### src/rtl/nco_seq_pkg.sv
// Shared types and helpers for the multi-lane NCO drive sequencer.
package nco_seq_pkg;

    typedef enum logic [1:0] {
        IDLE  = 2'd0,
        RUN   = 2'd1,
        DRAIN = 2'd2
    } state_e;

    typedef struct packed {
        logic push_base;
        logic push_peak;
        logic pull_base;
        logic pull_peak;
    } drive_t;

    localparam drive_t DRIVE_OFF = drive_t'(4'b0000);

    // (step + inc) mod steps for step < steps and inc <= steps.
    function automatic int unsigned step_mod(input int unsigned step,
                                             input int unsigned inc,
                                             input int unsigned steps);
        int unsigned sum;
        sum = step + inc;
        return (sum >= steps) ? (sum - steps) : sum;
    endfunction

endpackage

### src/rtl/seq_drive_decode.sv
// Sequencer step index to PA drive pattern: push half then pull half,
// base held across the half, peak on its interior steps only.
module seq_drive_decode
    import nco_seq_pkg::*;
#(
    parameter  int unsigned STEPS  = 6,
    localparam int unsigned STEP_W = $clog2(STEPS)
) (
    input  logic [STEP_W-1:0] step,
    output drive_t            drive_c
);

    localparam int unsigned HALF = STEPS / 2;

    always_comb begin
        drive_c = DRIVE_OFF;
        if (32'(step) < HALF) begin
            drive_c.push_base = 1'b1;
            drive_c.push_peak = (32'(step) != 32'd0) && (32'(step) != HALF - 1);
        end else begin
            drive_c.pull_base = 1'b1;
            drive_c.pull_peak = (32'(step) != HALF) && (32'(step) != STEPS - 1);
        end
    end

endmodule

### src/rtl/nco_multilane_seq.sv
// LANES-sample-per-clock NCO driving a modulo-STEPS push/pull sequencer,
// with handshaked tuning-word load committed phase-continuously at wrap.
module nco_multilane_seq
    import nco_seq_pkg::*;
#(
    parameter  int unsigned ACC_W  = 32,
    parameter  int unsigned LANES  = 2,
    parameter  int unsigned STEPS  = 6,
    parameter  int unsigned WRAP_W = 16,
    localparam int unsigned STEP_W = $clog2(STEPS)
) (
    input  logic                    clk100MHz,
    input  logic                    resetN,
    input  logic                    enable,
    input  logic [ACC_W-1:0]        tuneWord,
    input  logic                    tuneValid,
    output logic                    tuneReady,
    output logic [LANES*STEP_W-1:0] stepIdx,
    output logic [LANES*4-1:0]      drive,
    output logic                    running,
    output logic [WRAP_W-1:0]       wrapCount
);

    logic [1:0]              rst_sync;
    logic                    rst_n;

    state_e                  state_q, state_d;
    logic [ACC_W-1:0]        acc_q, acc_d;
    logic [ACC_W-1:0]        active_q, active_d;
    logic [ACC_W-1:0]        pending_q, pending_d;
    logic                    pending_valid_q, pending_valid_d;
    logic [STEP_W-1:0]       step_q, step_d;
    logic [WRAP_W-1:0]       wrap_count_d;
    logic [LANES*STEP_W-1:0] step_idx_d;
    logic [LANES*4-1:0]      drive_d;

    logic [ACC_W-1:0]        acc_adv_c;
    logic [STEP_W-1:0]       step_adv_c;
    logic [LANES-1:0]        carry_c;
    logic [STEP_W-1:0]       lane_step_c [LANES];
    drive_t                  lane_drive_c [LANES];
    int unsigned             ones_c;
    int unsigned             raw_c;
    logic                    wrap_c;
    logic                    active_zero_c;
    logic                    commit_c;

    // Reset asserts asynchronously, releases on the clock.
    always_ff @(posedge clk100MHz or negedge resetN) begin
        if (!resetN) rst_sync <= 2'b00;
        else         rst_sync <= {rst_sync[0], 1'b1};
    end
    assign rst_n = rst_sync[1];

    // Per-lane carry: overflow of (acc + k*active) + active, tested without a wide add.
    for (genvar k = 0; k < LANES; k++) begin : g_lane
        logic [ACC_W-1:0] base_c;
        assign base_c     = acc_q + ACC_W'(k) * active_q;
        assign carry_c[k] = (base_c > ~active_q);

        seq_drive_decode #(.STEPS(STEPS)) u_decode (
            .step    (lane_step_c[k]),
            .drive_c (lane_drive_c[k])
        );
    end

    assign acc_adv_c     = acc_q + ACC_W'(LANES) * active_q;
    assign active_zero_c = (active_q == '0);

    // Lane k sits on step plus the carries of the earlier lanes.
    always_comb begin
        ones_c = 0;
        for (int k = 0; k < LANES; k++) begin
            lane_step_c[k] = STEP_W'(step_mod(32'(step_q), ones_c, STEPS));
            ones_c         = ones_c + 32'(carry_c[k]);
        end
        raw_c      = 32'(step_q) + ones_c;
        wrap_c     = (state_q != IDLE) && (raw_c >= STEPS);
        step_adv_c = STEP_W'(step_mod(32'(step_q), ones_c, STEPS));
    end

    // Next state, datapath update, tuning handshake and registered output images.
    always_comb begin
        state_d         = state_q;
        acc_d           = acc_q;
        step_d          = step_q;
        active_d        = active_q;
        pending_d       = pending_q;
        pending_valid_d = pending_valid_q;
        wrap_count_d    = wrapCount;
        step_idx_d      = '0;
        drive_d         = '0;
        commit_c        = 1'b0;

        case (state_q)
            IDLE: begin
                if (enable) begin
                    state_d  = RUN;
                    acc_d    = '0;
                    step_d   = '0;
                    commit_c = pending_valid_q;
                end
            end
            RUN: begin
                acc_d    = acc_adv_c;
                step_d   = step_adv_c;
                commit_c = pending_valid_q && (wrap_c || active_zero_c);
                if (!enable) state_d = DRAIN;
            end
            DRAIN: begin
                if (wrap_c || active_zero_c) begin
                    state_d = IDLE;
                    acc_d   = '0;
                    step_d  = '0;
                end else begin
                    acc_d  = acc_adv_c;
                    step_d = step_adv_c;
                    if (enable) state_d = RUN;
                end
            end
            default: state_d = IDLE;
        endcase

        if (wrap_c) wrap_count_d = wrapCount + WRAP_W'(1);

        // Commit needs a pending word and accept needs an empty slot: never both.
        if (commit_c) begin
            active_d        = pending_q;
            pending_valid_d = 1'b0;
        end else if (tuneValid && !pending_valid_q) begin
            pending_d       = tuneWord;
            pending_valid_d = 1'b1;
        end

        if (state_q != IDLE) begin
            for (int k = 0; k < LANES; k++) begin
                step_idx_d[k*STEP_W +: STEP_W] = lane_step_c[k];
                drive_d[k*4 +: 4]              = lane_drive_c[k];
            end
        end
    end

    always_ff @(posedge clk100MHz or negedge rst_n) begin
        if (!rst_n) begin
            state_q         <= IDLE;
            acc_q           <= '0;
            step_q          <= '0;
            active_q        <= '0;
            pending_q       <= '0;
            pending_valid_q <= 1'b0;
            stepIdx         <= '0;
            drive           <= '0;
            wrapCount       <= '0;
        end else begin
            state_q         <= state_d;
            acc_q           <= acc_d;
            step_q          <= step_d;
            active_q        <= active_d;
            pending_q       <= pending_d;
            pending_valid_q <= pending_valid_d;
            stepIdx         <= step_idx_d;
            drive           <= drive_d;
            wrapCount       <= wrap_count_d;
        end
    end

    assign running   = (state_q != IDLE);
    assign tuneReady = ~pending_valid_q;

endmodule
### config.mk
export PLATFORM = sky130hd
export DESIGN_NAME = nco_multilane_seq
export DESIGN_NICKNAME = d
export VERILOG_FILES = /design/src/rtl/nco_seq_pkg.sv /design/src/rtl/seq_drive_decode.sv /design/src/rtl/nco_multilane_seq.sv
export SDC_FILE = /design/constraint.sdc
export NUM_CORES = 1
export LEC_CHECK = 0
export CAP_MARGIN = 25
export CELL_PAD_IN_SITES_DETAIL_PLACEMENT = 2
export CELL_PAD_IN_SITES_GLOBAL_PLACEMENT = 2
export CORE_UTILIZATION = 40
export DETAILED_ROUTE_END_ITERATION = 8
export PLACE_DENSITY_LB_ADDON = 0.12
export SYNTH_ARGS = -nofsm -noshare
export SYNTH_HDL_FRONTEND = slang
export SYNTH_SLANG_ARGS = --single-unit
### constraint.sdc
create_clock -name clk100MHz -period 11.5 [get_ports clk100MHz]
set_input_delay 1.725 -clock clk100MHz [delete_from_list [all_inputs] [get_ports clk100MHz]]
set_output_delay 1.725 -clock clk100MHz [all_outputs]
set_load 0.03 [all_outputs]
==> reports/results.ini <==
[synthesis]
yosys_warnings = 0
synthArstFlopShare_pct = 100
synth_edf_count = 0
ys_ff_latch = 133
synthFlopType = dfrtp_1
synthAdderAreaFrac_pct = 14.9
synth_xor_area_share_pct = 6.14
synth.net_count = 1012
synth_cell_types = 72
synth_compound_area_share_pct = 18.0
syn_avg_cell_area_sq_um = 10.1
synth_cells = 872
synth_top_family_by_area = compound AO/OA/AOI/OAI gates
muxShareOfSynthArea_pct = 8.49
syn_area_sq_mm = 0.00885
synthSimpleGateAreaFrac_pct = 12.4
synth-seq-area-share_pct = 37.6

[worst_setup_path]
r2r_start = active_q[19]
critPathLaunchType = register
arrival_ps = 6900
ff2ff_path_depth = 24
end_kind = register
worst_path_max_delay_cell = and3_1
slowest_delay_ps = 850
cp_cell_sequence = ha_1 > a21o_1 > a21o_1 > a221oi_2 > o21a_1 > o31ai_1 > a311oi_2 > xnor2_1 > ha_1 > a21o_1 > a21o_1 > a221oi_1 > o221ai_1 > a31oi_1 > fa_1 > inv_1 > ha_1 > xnor2_1 > o21a_1 > o221ai_1 > nand2b_1 > and3_1 > a41oi_1 > o21ai_1
criticalPathCategory = reg2reg
cp_common_cell = a21o_1
critPathRequiredTime_ps = 11860
rrSetupSlack_ps = 4960
reg2reg_to = acc_q[31]
path_max_fanout = 17

[clock_network]
cts-root-buf = clkbuf_16
cts_resized = 0
clock-sinks = 133
cts_buffers = 17
cts_setup_buffers = 0
ctsHoldBuffers = 0
clk_pin_slew_ps = 60
cts_max_level = 4
clkLatencyLatePin_ps = 440
cts_tree = built
cts_buffer_depth = 2

[finish]
num-nets-final = 1086
antennaDiodeCount = 0
layout-drive-gt1-share_pct = 9.91
final_util_pct = 48.1
instances_no_fill = 1239
synthToLayoutAreaGrowth_pct = 18.4

[min_path]
hold_path_class = reg2reg
timing.hold.worst_endpoint = rst_sync[1]
min_path_cells = 0
hold_path.startpoint = rst_sync[0]

[grt]
grt_max_degree = 75
grt_pass1_vias = 8321
grt_pass1_wl_microns = 44800
grt.overflow.total = 0
grt_use_total_pct = 26.1
antenna_found_initial = 0

[sta]
drv_slew = 0
worst_pin_slew_ps = 1020
fin_tns_setup_ps = 0
min_period_over_period_pct = 56.9
setup_viol = 0
max_freq_ghz = 0.153
skew_ps = 11.8
rsz0062_at_grt = no
report.final.hold_viol_count = 0
layout_min_cycle_time_ps = 6540
max_slew_margin_pct = 31.7

[detailed_routing]
routedWlPerCell_microns = 22.5
drt_wl_total_microns = 27900
ant_nets = 0
drcViolationCount = 0
drt-vias-per-instance = 5.82
first_pass_iters = 4
drtIter0Drc = 238
vias = 7214

[floorplanning]
row_count = 54
die_w_microns = 151
fp.coreArea_sq_mm = 0.0218
die_y_microns = 151
initial_core_util_pct = 40.7
fp.dieArea_sq_mm = 0.0227
pin_count = 68

[placement]
port-buffer-count = 67
place_inst = 1204
hpwl_microns = 20600
gp_congestion = 0.885

[pwr]
power_density_mw_per_mm2 = 330
p_leak_uw = 0.00484
total_power_uw = 3460
peakVddDrop_mv = 0.112

[flow_run]
cap_violations = 0

[outcome]
status = completed

-- cell usage after synthesis, drive strengths merged (7+ instances only) --
master  number  area (sq um)
nand3       22           110
nor2b       11          68.8
buf          8          42.5
clkbuf      10          37.5
and2         7          43.8
inv         36           135
xnor2       42           368
mux2        64           721
nor2        41           159
nor3        13          75.1
nand2       69           259
o21bai       7          63.8
o21a        10          75.1
o21ai       50           250
nand2b       9          56.3
xor2        20           175
ha         102          1280
a21o        42           315
dfrtp      133          3330
nor4        12          75.1
nand4       19           119
a21oi       56           292
-- worst max-delay path: cells and delay by family (launching register included) --
kind,cells,cell delay (ps)
buf+inv,1,50
fa+ha+maj,4,1100
simple gates,2,1000
xor+xnor,2,450
flops,1,470
compound gates,15,3390
-- registers in the layout, indices dropped and copies added (netlist names), 2 cells and up --
signal     flops
acc_q         31
active_q      32
drive          8
pending_q     32
rst_sync       2
state_q        2
stepIdx        6
step_q         3
wrapCount     16
-- kinds of logic (layout without fill, tap and decap cells) --
family          after synthesis  after routing
compound gates              228            228
xor+xnor                     62             62
fa+ha+maj                   104            104
buf+inv                      55            142
flops                       133            133
mux                          67             67
other cells                   1              1
simple gates                222            222
-- layout make-up --
type | instances | area (sq um)
fill | 2224 | 11300
multi-input combinational | 684 | 5310
sequential | 133 | 3330
timing repair buffer | 73 | 776
clock buffer | 17 | 425
tap | 280 | 350
inverter | 37 | 139
clock inverter | 15 | 138
-- worst max-delay path by stage --
stage / endpoint / slack [ps] / depth (start not counted) / from
final: acc_q[31] / 4960 / 24 / active_q[19]
after global routing: acc_q[31] / 4620 / 24 / active_q[19]
after CTS: acc_q[31] / 4640 / 24 / active_q[19]
after detailed placement: acc_q[31] / 4790 / 26 / acc_q[2]
after global placement: acc_q[31] / 5050 / 24 / active_q[19]
after floorplan: active_q[10] / 6250 / 25 / acc_q[2]
-- layer usage --
metal / vias up / part of all wire, % / wire length (microns) / track usage, %
met5: - / 0 / 0 / 0
met4: 0 / 2.6 / 726 / 9.40
met3: 53 / 2.3 / 642 / 4.67
met2: 106 / 53 / 14900 / 48.4
met1: 3706 / 42 / 11700 / 29.6
li1: 3349 / - / - / -
-- placed cells by master, fill, tap and decap left out, types with 12 or more instances in the layout --
cell	netlist	layout
dfrtp_1	133	132
ha_1	102	102
nand2_1	69	69
clkdlybuf4s50_1	0	67
a21oi_1	53	53
a21o_1	42	42
xnor2_1	42	42
nor2_1	39	39
o21ai_1	36	36
inv_1	36	36
mux2_2	33	33
mux2_1	31	31
nand3_1	22	22
xor2_1	20	20
nand4_1	19	19
clkbuf_16	0	17
o21ai_0	14	14
nor4_1	12	12
-- per-stage QoR --
step / hold slack [ps] / setup WS [ps] / cell area [sq um]
after floorplan: 331 / 6250 / 8850
after global placement: 342 / 5050 / 9820
after detailed placement: 352 / 4790 / 9840
after CTS: 369 / 4640 / 10400
after global routing: 376 / 4620 / 10500
final: 363 / 4960 / 10500
-- where the power goes --
part	internal (uW)	leakage (uW)	total, uW	switching (uW)
Combinational	874	0.00287	2060	1180
Sequential	644	0.00169	863	220
Clock	285	0.000278	534	249
(Power assumes the default switching activity.)
==> edit, RTL diff (same settings) <==
Re-encode `state_e` (3 states) as one-hot, 3 bits wide.
--- a/src/rtl/nco_seq_pkg.sv
+++ b/src/rtl/nco_seq_pkg.sv
@@ -1,10 +1,10 @@
 // Shared types and helpers for the multi-lane NCO drive sequencer.
 package nco_seq_pkg;
 
-    typedef enum logic [1:0] {
-        IDLE  = 2'd0,
-        RUN   = 2'd1,
-        DRAIN = 2'd2
+    typedef enum logic [2:0] {
+        IDLE  = 3'b001,
+        RUN   = 3'b010,
+        DRAIN = 3'b100
     } state_e;
 
     typedef struct packed {
Function: no difference found for any inputs over 4 cycles, from zero or initial values and one cycle with resetN low; so few cycles prove little.
==> edit against the unedited design <==
- non-clock buffer count is 1 lower
- setup slack worse by 0.67 ns
- sequential cell count is 1 higher
- cell area hardly changed
- clock skew is 0.00081 ns higher
- critical endpoint is now active_q[0]
- wire length is 3.5% lower
- final cell count is 0.40% lower
- core utilization is 0.26 points lower
- area after synthesis is 1.1% higher
- power is 2.1% higher
==> edit: results (changes against the unedited design) <==
| Metric | Value | Unit | Delta |
|:---|:---|:---|:---|
| Sequential fraction of the synthesis area | 0.375 | - | -0.00132 |
| Half-perimeter wire length of the detailed placement result | 20.5 | mm | -0.45% |
| DR iter-0 viols | 309 | - | +30% |
| Worst-case clock buffer depth | 2 | - | unchanged |
| Largest net degree at the start of global routing | 75 | - | unchanged |
| Critical-path cell with the highest stage delay | sky130_fd_sc_hd__a2111oi_0 | - |  |
| Worst-case clock skew | 0.0126 | ns | +0.000810 ns |
| Worst reg2reg startpoint | active_q[6] | - |  |
| Switching power | 1.69 | mW | +2.2% |
| Weighted congestion at the end of routability-driven global placement | 0.833 | - | -5.8% |
| Overall Global Routing Usage | 0.248 | - | -0.0134 |
| Largest registers ranked by flip-flop count | active_q: 32 flops, pending_q: 32 flops, acc_q: 31 flops | - |  |
| Commonest cells in the netlist | sky130_fd_sc_hd__dfrtp_1, sky130_fd_sc_hd__ha_1, sky130_fd_sc_hd__a21oi_1 | - |  |
| Net count after synthesis | 1015 | - | +0.30% |
| Port Buf Inserts | 67 | - | unchanged |
| Static power due to leakage | 4.73 | nW | -2.2% |
| H-tree levels | 4 | - | unchanged |
| Number of CTS-inserted buffers | 17 | - | unchanged |
| Share of layout cells above drive strength 1 | 0.0954 | - | -0.00367 |
| Status | complete, no violations | - |  |
| Total inserted antenna cells | 0 | - | unchanged |
| Fraction of registers with async set/reset | 1.00 | - | unchanged |
| Initial antenna violation count | 1 | - | +1 |
| Data arrival time at the worst-slack endpoint | 7.52 | ns | +0.62 ns |
| CTS root buffer | sky130_fd_sc_hd__clkbuf_16 | - |  |
| Number of global-route vias before repair | 7893 | - | -5.1% |
| Global-route wire length before repair | 43.1 | mm | -3.9% |
| Maximum resistive drop on vdd | 109 | uV | -2.8% |
| Clock transition at the registers of the reported paths | 0.07 | ns |  |
| Post-synthesis cell type count | 67 | - | -6.9% |
| DRT Wirelength | 27.0 | mm | -3.5% |
| Worst relative slew slack | 0.300 | - | -0.0170 |
| # nets final | 1076 | - | -0.92% |
| Largest stage delay on the critical path | 0.55 | ns | -0.30 ns |
| Worst Min Path Start | rst_sync[0] | - |  |
| Number of iterations in the first detailed-routing pass | 4 | - | unchanged |
| Fill cell instance count of the final layout | 2312 | - | +4.0% |
| Worst-Skew Late Latency | 0.43 | ns |  |
| Post-detailed-route via-to-cell ratio | 5.84 | - | +0.32% |
| Max FO, Critical Path | 33 | - | +16 |
| Synth area leaders | sky130_fd_sc_hd__dfrtp_1, sky130_fd_sc_hd__ha_1, sky130_fd_sc_hd__xnor2_1, sky130_fd_sc_hd__mux2_2, sky130_fd_sc_hd__a21oi_1 | - |  |
[edit: power by group through the flow]
stage / clock network (mW) / logic [mW] / registers [mW]
floorplan: 0 / 1.53 / 0.802
global placement: 0 / 1.93 / 0.887
detailed placement: 0 / 2.04 / 0.904
CTS: 0.569 / 2.08 / 0.896
global route: 0.586 / 2.30 / 0.926
finish: 0.558 / 2.08 / 0.894
[edit: metrics by stage]
stage | instance area (um^2) | total power [mW] | setup WS (ns) | std cells | hold WS (ns)
6_report | 10500 | 3.53 | 4.29 | 1234 | 0.364
2_1_floorplan | 8950 | 2.33 | 5.72 | 880 | 0.331
5_1_grt | 10500 | 3.81 | 3.68 | 1234 | 0.373
3_3_place_gp | 9870 | 2.82 | 4.94 | 1201 | 0.340
4_1_cts | 10500 | 3.55 | 4.28 | 1233 | 0.367
3_5_place_dp | 9870 | 2.95 | 4.40 | 1201 | 0.336
[edit: cell type report]
class	instances	area [um^2]	share of cell area
multi-input cells	693	5380	0.513
inverters	23	86.3	0.00824
well taps	280	350	0.0334
flip-flops and latches	134	3360	0.320
clock buffers	17	425	0.0406
clock inverters	15	156	0.0149
repair buffers	72	728	0.0695
[edit: path summary, 6_finish.rpt]
check | endpoint | slack (ns) | depth (start not counted)
setup reg to reg | active_q[0] | 4.29 | 27
setup / recovery | active_q[0] | 4.29 | 27
min in group asynchronous | pending_q[30] | 0.41 | 0
max in group asynchronous | state_q[0] | 9.89 | 2
hold / removal | rst_sync[1] | 0.36 | 0
hold reg to reg | rst_sync[1] | 0.36 | 0
[edit: cell families after synthesis]
| kind of cell | share of synthesized area |
|---|---|
| AO/OA/AOI/OAI | 0.184 |
| AND/OR/NAND/NOR | 0.123 |
| flip-flops | 0.375 |
| adder cells (fa/ha/maj) | 0.140 |
| XOR/XNOR | 0.0705 |
| multiplexers | 0.0818 |
| buffers and inverters | 0.0259 |
| other | 0.000419 |
[edit: metal layers]
metal | vias to the layer above | share of wire | global-route usage
met2 | 126 | 0.48 | 0.417
met4 | 0 | 0.017 | 0.0733
li1 | 3403 | - | -
met1 | 3652 | 0.46 | 0.332
met3 | 27 | 0.039 | 0.0296
met5 | - | 0 | 0
